`src/rtl/updown_counter_param.sv`:
```
// Parametrised up/down counter with modulus limit, wrap/saturate mode,
// parallel load and terminal-count / overflow / underflow flags.
module updown_counter_param #(
    parameter int WIDTH     = 8,
    parameter bit SATURATE  = 1'b0,
    parameter int RESET_VAL = 0
) (
    input  logic             clk,
    input  logic             rst,
    input  logic             en,
    input  logic             up_down,
    input  logic             load,
    input  logic [WIDTH-1:0] load_val,
    input  logic [WIDTH-1:0] limit,
    output logic [WIDTH-1:0] count,
    output logic             tc,
    output logic             ovf,
    output logic             unf
);

    localparam logic [WIDTH-1:0] RST_VAL = WIDTH'(RESET_VAL);
    localparam logic [WIDTH-1:0] ONE     = WIDTH'(1);

    logic [WIDTH-1:0] count_q, count_d;
    logic             ovf_q, ovf_d;
    logic             unf_q, unf_d;
    logic             at_top;
    logic             at_zero;

    // at_top uses >= so an out-of-range loaded value is treated as the boundary
    assign at_top  = (count_q >= limit);
    assign at_zero = (count_q == '0);

    always_comb begin
        count_d = count_q;
        ovf_d   = 1'b0;
        unf_d   = 1'b0;
        if (load) begin
            count_d = load_val;
        end else if (en) begin
            if (up_down) begin
                if (!at_top) begin
                    count_d = count_q + ONE;
                end else begin
                    count_d = SATURATE ? limit : '0;
                    ovf_d   = 1'b1;
                end
            end else begin
                if (!at_zero) begin
                    count_d = count_q - ONE;
                end else begin
                    count_d = SATURATE ? '0 : limit;
                    unf_d   = 1'b1;
                end
            end
        end
    end

    always_ff @(posedge clk) begin
        if (rst) begin
            count_q <= RST_VAL;
            ovf_q   <= 1'b0;
            unf_q   <= 1'b0;
        end else begin
            count_q <= count_d;
            ovf_q   <= ovf_d;
            unf_q   <= unf_d;
        end
    end

    assign tc    = en & ~load & ~rst & (up_down ? at_top : at_zero);
    assign count = count_q;
    assign ovf   = ovf_q;
    assign unf   = unf_q;

endmodule

```
`config.mk`:
```
export PLATFORM = sky130hd
export DESIGN_NAME = updown_counter_param
export DESIGN_NICKNAME = d
export VERILOG_FILES = /design/src/rtl/updown_counter_param.sv
export SDC_FILE = /design/constraint.sdc
export NUM_CORES = 1
export LEC_CHECK = 0
export ABC_AREA = 1
export BUFFER_PORTS_ARGS = -buffer_cell sky130_fd_sc_hd__buf_2
export CORE_MARGIN = 2
export CORE_UTILIZATION = 40
export CTS_CLUSTER_DIAMETER = 30
export DETAILED_ROUTE_END_ITERATION = 10
export GPL_TIMING_DRIVEN = 0
export HOLD_SLACK_MARGIN = 0.15
export MAX_ROUTING_LAYER = met4
export PLACE_DENSITY = 0.62
export RECOVER_POWER = 100
export SLEW_MARGIN = 5
export SYNTH_ARGS = -nofsm -noshare
export SYNTH_HDL_FRONTEND = slang
export SYNTH_SLANG_ARGS = --single-unit
export TNS_END_PERCENT = 1
```
`constraint.sdc`:
```
create_clock -name clk -period 2.8 [get_ports clk]
set_input_delay 0.56 -clock clk [delete_from_list [all_inputs] [get_ports clk]]
set_output_delay 0.56 -clock clk [all_outputs]
set_load 0.005 [all_outputs]
```
Yosys cells after proc, flatten, opt, wreduce, memory -nomap -nowiden --
Cells that the tools add are included.
Cells by class: $add $sub $neg 2, $lt $le $gt $ge 1, mux-type cells 8, bitwise operators 7, reduce and logical (&&, ||, !) cells 4
Operators by type and width (count):
- 8-bit 2-to-1 mux | 5
- 8-bit by 1-bit adder with 8-bit output (second input constant) | 1
- 8-bit >= comparator | 1
- 8-bit zero test | 1
- 4-bit OR reduction | 2
- 8-bit by 1-bit subtractor with 8-bit output (second input constant) | 1
- 1-bit inverter | 4
- 1-bit AND | 3
- 1-bit 2-to-1 mux | 3
- 2-bit nonzero test | 1
Storage, ports and cells: flip-flop bits (word level) 10, input port bits 21, output and inout port bits 11, logic and storage cells 25

Depth between registers and ports, before layout --
Gate-level depths: netlist of the first run.
depth after elaboration 5, depth in mapped cells 13, gate-level depth less buffers 13

Least setup slack after synthesis of the first run --
No wires, ideal clock.
kind input port to output port, start input limit[7], end output tc, data arrival time 1.765 ns, required time 2.240 ns, slack 0.475 ns, cell stages on the path 10, path buffers 0, path through inv_1 ha_1 nand2_1 inv_1 nor2_1 o21a_1 and2_1 nand3b_1 inv_1 or2_1
Between the ends: cells in the longest elaborated chain, start to end 3
RTL lines:
- from (decl) | RTL line 14 | input logic [WIDTH-1:0] limit,
- 8-bit >= comparator | RTL line 31 | assign at_top = (count_q >= limit);
- 1-bit 2-to-1 mux | RTL line 71 | assign tc = en & ~load & ~rst & (up_down ? at_top : at_zero);
- 1-bit AND | RTL line 71
- to (decl) | RTL line 16 | output logic tc,
No other way between the ends.

Worst setup path after layout of the first run --
start register count_q[0] (netlist: count[0]), end output tc
Between the ends: cells in the longest elaborated chain, start to end 3, elaborated cells between the ends (all ways) 4, those cells by class 1 x order compare; 1 x mux; 1 x bitwise; 1 x reduce/logical
RTL lines:
- from (decl) | RTL line 24 | logic [WIDTH-1:0] count_q, count_d;
- from (signal assigned) | RTL line 65 | count_q <= count_d;
- 8-bit >= comparator or 8-bit zero test (tied branches) | RTL line 31, 32
- 1-bit 2-to-1 mux (*) | RTL line 71
- 1-bit AND (*) | RTL line 71
Every way passes the cells marked *; elsewhere a longest branch is shown, timed or not.

==> results of run 1 <==
state kept, by name (all words and copies together) (netlist names):
name / flops
count: 8
unf: 1
ovf: 1
cell usage in the layout (no fill, tap or decap), drive strengths merged, types with 2 or more instances in the layout:
cell type	Yosys	layout
inv	32	31
clkbuf	1	8
clkinv	2	2
nor2	31	31
nand4	10	10
ha	11	11
a21oi	21	21
nand3	16	16
dfxtp	10	10
xor2	2	2
o21ai	4	4
buf	6	36
nand2	64	64
power by group:
part	switching [mW]	total, mW	internal (mW)
combinational	0.158	0.264	0.106
clock	0.0536	0.133	0.0790
sequential	0.0228	0.177	0.154
total	0.235	0.573	0.339
how the worst max path moves through the flow:
stage	slack (ns)	cells past startpoint	end	from
finish	0.16	12	tc	count[0]$_SDFFE_PP0P_
global route	0.01	12	tc	count[0]$_SDFFE_PP0P_
CTS	0.02	12	tc	count[0]$_SDFFE_PP0P_
detailed placement	0.12	12	tc	limit[7]
global placement	0.11	12	tc	limit[7]
floorplan	0.47	10	tc	limit[7]
per-stage QoR:
step                      cell area [um^2]  power [mW]  hold slack (ns)  instances  utilization
after global placement                1420       0.431            0.579        277        0.474
after detailed placement              1420       0.432            0.577        277        0.474
after CTS                             1460       0.565            0.587        281        0.487
after floorplan                       1240       0.361            0.521        216            -
final                                 1510       0.573            0.532        286        0.501
after global routing                  1510       0.625            0.567        286        0.501
kinds of logic (layout without fill, tap and decap cells):
logic type | Yosys count | after routing | synth area share
and+or+nand+nor | 125 | 125 | 0.464
DFF | 10 | 10 | 0.161
xor gates and xnor gates | 2 | 2 | 0.0141
buffers and inverters | 41 | 78 | 0.134
adders and majority gates | 11 | 11 | 0.111
AOI/OAI and AO/OA | 27 | 27 | 0.116
final cells by class:
class | instances | area, um^2
Sequential cell | 10 | 208
Buffer | 7 | 38.8
Tap cell | 33 | 41.3
Inverter | 34 | 131
Clock buffer | 4 | 36.3
Timing Repair Buffer | 33 | 174
Multi-Input combinational cell | 165 | 876
Fill cell | 347 | 1500
routing by layer:
metal | GRT usage | up-vias | share of wire
met1 | 0.312 | 636 | 0.49
met4 | 0.0698 | 0 | 0.0093
met2 | 0.323 | 38 | 0.46
met3 | 0.0130 | 4 | 0.043
met5 | - | - | 0
li1 | - | 766 | -
worst max-delay path, cell delays in order (launching register included):
cell        delay, ns
dfxtp_4          0.38
clkinvlp_4       0.11
ha_1             0.29
nand2_1          0.06
nand3_1          0.07
nand2_1          0.06
nand2_1          0.09
nand2_4          0.12
and2_1           0.15
nand3b_1         0.11
inv_1            0.05
or2_1            0.20
buf_2            0.12
repair_timing:
action | 4_1_cts | 5_1_grt
endpoints found under the setup margin | 1 | 1
buffers inserted | 0 | 5
pin swaps | 0 | 0
gates resized for setup | 1 | 7
==> results_dict.tcl, run 1 <==
set metrics [dict create \
    synth_nets 248 \
    setup_tns_ns 0 \
    initialDrtViolationCount 46 \
    fmax_ghz 0.379 \
    die_width_um 59.7 \
    io_buffer_count 28 \
    grt_pass1_vias 1226 \
    clock_path_buffers 2 \
    grt_pass1_wl_um 5730 \
    core_area_um2 3000 \
    setup_ws_ns 0.165 \
    cap_violations 0 \
    post_synth_num_cell_types 28 \
    period_minus_slack_ns 2.64 \
    grt_max_degree 11 \
    synth_edf_count 0 \
    clkTransAtPathRegs_ns 0.07 \
    setup_viol 0 \
    drive_gt1_frac 0.229 \
    via_count 1444 \
    ys_warn_count 0 \
    synth.most_common_cell "nand2_1" \
    diodes 0 \
    grt_usage 0.217 \
    synth_area_per_cell_um2 5.75 \
    worstPathRequired_ns 2.24 \
    postRouteAntennaNets 0 \
    pin_count 32 \
    fp.dieH_um 59.7 \
    numCtsBuffers 3 \
    clock_latency_ns 0.27 \
    tightest_slew_ns 0.477 \
    yosysSeqAreaShare 0.161 \
    slew_headroom 0.682 \
    synth_top_area_cell "nand2_1" \
    clockRootBuffer "clkbuf_4" \
    htree_levels 1 \
    worst_r2r_path_depth 11 \
    syn-cell-area_um2 1240 \
    ir_drop_mv 0.222 \
    fin_skew_ns 0.00161 \
    min_to "count[1]$_SDFFE_PP0P_" \
    ys_seq_elements 10 \
    regToRegStartpoint "count[0]$_SDFFE_PP0P_" \
    async_reset_ff_frac 0 \
    place_ws_ns 0.121 \
    syn_inst 216 \
    end_kind "output port" \
    cp_max_fo 8 \
    synth_flop_cell "dfxtp_1" \
    nets 286 \
    place_hpwl_um 2610 \
    routabilityCongestion 0.803 \
    worst-setup-path-type "reg -> out" \
    initial_core_util 0.414 \
    hold_depth 2 \
    firstDrtPassIters 4 \
    dieArea_um2 3570 \
    hp-start "count[1]$_SDFFE_PP0P_" \
    num_rows 20 \
    r2r_slack_ns 1.03 \
    wire_per_inst_um 12.0 \
    cellLeakagePower_nw 0.861 \
    via_per_inst 5.05 \
    rsz0062_at_grt "no" \
    arrival_ns 2.08 \
    antenna_found_initial 0 \
    grt-ovfl-total 0 \
    hold_viol 0 \
    cts_tree "done" \
    worstReg2RegEnd "count[4]$_SDFFE_PP0P_" \
    routed_wl_um 3420 \
    hold_buffers 0 \
    hold_path.class "reg -> reg" \
    synthTopCellsByCount "60 x nand2_1, 31 x inv_1, 25 x nor2_1" \
    min_period_over_period 0.941 \
    synth_top_area_frac 0.181 \
    power_density_nw_per_um2 381 \
    status "finished, final reports clean" \
    crit_path_start_kind "flip-flop" \
    clock_sinks 10 \
    yosys-top-cells-area "nand2_1 18%, dfxtp_1 16%, ha_1 11%" \
    drc_errors 0 \
    drv_slew 0 \
    area_growth_pct 21.1 \
]
(Power assumes the default switching activity.)
==> run 2, diff against run 1 <==
--- a/config.mk
+++ b/config.mk
@@ -16,6 +16,7 @@
 export MAX_ROUTING_LAYER = met4
 export PLACE_DENSITY = 0.62
 export RECOVER_POWER = 100
+export REMOVE_ABC_BUFFERS = 1
 export SLEW_MARGIN = 5
 export SYNTH_ARGS = -nofsm -noshare
 export SYNTH_HDL_FRONTEND = slang
==> constraint.sdc (replaced) <==
create_clock -name clk -period 2.8 [get_ports clk]
set_input_delay 0.42 -clock clk [delete_from_list [all_inputs] [get_ports clk]]
set_output_delay 0.42 -clock clk [all_outputs]
set_load 0.005 [all_outputs]
==> run 2 against run 1 <==
Largest power group unchanged. Sequential share of layout area up 0.55 points. Highest routed layer unchanged. Sequential cell count unchanged. Non-clock buffer count is 9 lower. Cell count fell by 3.1%. Register-to-register slack worse by 0.18 ns. Combinational power shrank 14%. Critical path depth unchanged. Worst setup slack gained 0.0044 ns. Sequential power grew 2%. Critical path type unchanged. Die area is the same.
==> results_dict.tcl, run 2 (synthesized netlist as in run 1, its figures left out) <==
set metrics [dict create \
    status "finished, final reports clean" \
    pin_count 32 \
    rsz0062_at_grt "no" \
    grt_pass1_wl_um 5190 \
    cts_tree "done" \
    firstDrtPassIters 4 \
    path_buf_inv 3 \
    htree_levels 1 \
    r2r_slack_ns 0.85 \
    max_stage_delay_ns 0.40 \
    fin_skew_ns 0.00223 \
    arrival_ns 2.21 \
    cellLeakagePower_nw 0.809 \
    postRouteAntennaNets 0 \
    fmax_ghz 0.380 \
    place_inst 273 \
    numCtsBuffers 3 \
    drive_gt1_frac 0.180 \
    antenna_found_initial 0 \
    die_width_um 59.7 \
    worstPathRequired_ns 2.38 \
    io_buffer_count 31 \
    cp_max_fo 8 \
    critPathTopFamily "simple AND/OR/NAND/NOR gates" \
    power_density_nw_per_um2 383 \
    grt_usage 0.196 \
    area_growth_pct 13.7 \
    clock_latency_ns 0.26 \
    diodes 0 \
    clockRootBuffer "clkbuf_4" \
    stdcell_count 277 \
    largest_reg_flops 8 \
    final_common_cell "nand2_1" \
    dieArea_um2 3570 \
    grt_max_degree 17 \
    num_rows 20 \
    nets 277 \
    layout_common_cells "60 x nand2_1, 31 x inv_1, 28 x buf_2, 26 x nor2_1, 21 x a21oi_1" \
    initialDrtViolationCount 41 \
    slew_headroom 0.397 \
    slowest_stage "dfxtp_2" \
    initial_core_util 0.414 \
    end_kind "output port" \
    hold_path.class "in -> reg" \
    hold_viol 0 \
    clock_sinks 10 \
    grt-ovfl-total 0 \
    cap_violations 0 \
    core_area_um2 3000 \
    min_period_over_period 0.940 \
    setup_tns_ns 0 \
    routabilityCongestion 0.843 \
    fp.dieH_um 59.7 \
    drv_slew 0 \
    crit_path_start_kind "flip-flop" \
    tightest_slew_ns 0.901 \
    worst-setup-path-type "reg -> out" \
    cts_setup_buffers 0 \
    routed_wl_um 3100 \
    clock_path_buffers 2 \
    wire_per_inst_um 11.2 \
    p_total_mw 0.541 \
    cp_common_cell "nand2_1" \
    setup_viol 0 \
    period_minus_slack_ns 2.63 \
    clkTransAtPathRegs_ns 0.07 \
    place_hpwl_um 2380 \
    path_cells "inv_1, ha_1, nand2_1, nand3_1, nand2_1, nand2_1, nand2_2, and2_0, nand3b_1, inv_1, or2_1, buf_2" \
    drc_errors 0 \
    via_count 1369 \
    ir_drop_mv 0.223 \
    via_per_inst 4.94 \
    grt_pass1_vias 1180 \
]
[run 2: layout make-up]
cell class | instances | area (um^2)
clock buffers | 4 | 36.3
fillers | 346 | 1590
inverters | 34 | 128
multi-input cells | 165 | 853
flip-flops and latches | 10 | 203
well taps | 33 | 41.3
repair buffers | 31 | 151
[run 2: what timing repair did]
item / CTS / global route
resized for setup: 0 / 2
endpoints found under the hold margin: 0 / 0
setup endpoints to repair: 0 / 1
hold buffers: 0 / 0
[run 2: worst register-to-register path: stages (launching register included)]
cell and delay, ns:
dfxtp_2 0.36, inv_1 0.23, ha_1 0.21, nand3_1 0.10, nor2_1 0.42, a21oi_1 0.15
a21oi_1 0.19, nand2_1 0.07, nand2_1 0.05, a21oi_1 0.05
[run 2: final timing paths]
path / start / endpoint / cells after the start
worst max-delay path: count[0]$_SDFFE_PP0P_ / tc / 12
worst min-delay path: rst / count[5]$_SDFFE_PP0P_ / 2
worst min register to register: count[7]$_SDFFE_PP0P_ / count[7]$_SDFFE_PP0P_ / 2
worst max register to register: count[0]$_SDFFE_PP0P_ / count[5]$_SDFFE_PP0P_ / 9
[run 2: routing by layer]
metal | vias to the layer above | part of all wire | GRT usage
met5 | - | 0 | -
met4 | 0 | 0.010 | 0.0667
met3 | 4 | 0.053 | 0.0238
met2 | 36 | 0.43 | 0.286
met1 | 585 | 0.51 | 0.277
li1 | 744 | - | -
[run 2: power by group]
group | total (mW) | internal (mW) | leakage (nW) | switching, mW
clock network | 0.131 | 0.0790 | 0.0210 | 0.0524
logic | 0.228 | 0.0914 | 0.705 | 0.137
registers | 0.181 | 0.154 | 0.0831 | 0.0274
[run 2: metrics by stage]
stage	instance area [um^2]	setup WS, ns	hold slack, ns	utilization
floorplan	1200	0.715	0.482	-
global placement	1400	0.352	0.553	0.466
detailed placement	1400	0.358	0.552	0.466
CTS	1440	0.0344	0.451	0.478
global route	1410	0.0228	0.450	0.470
finish	1410	0.169	0.450	0.470
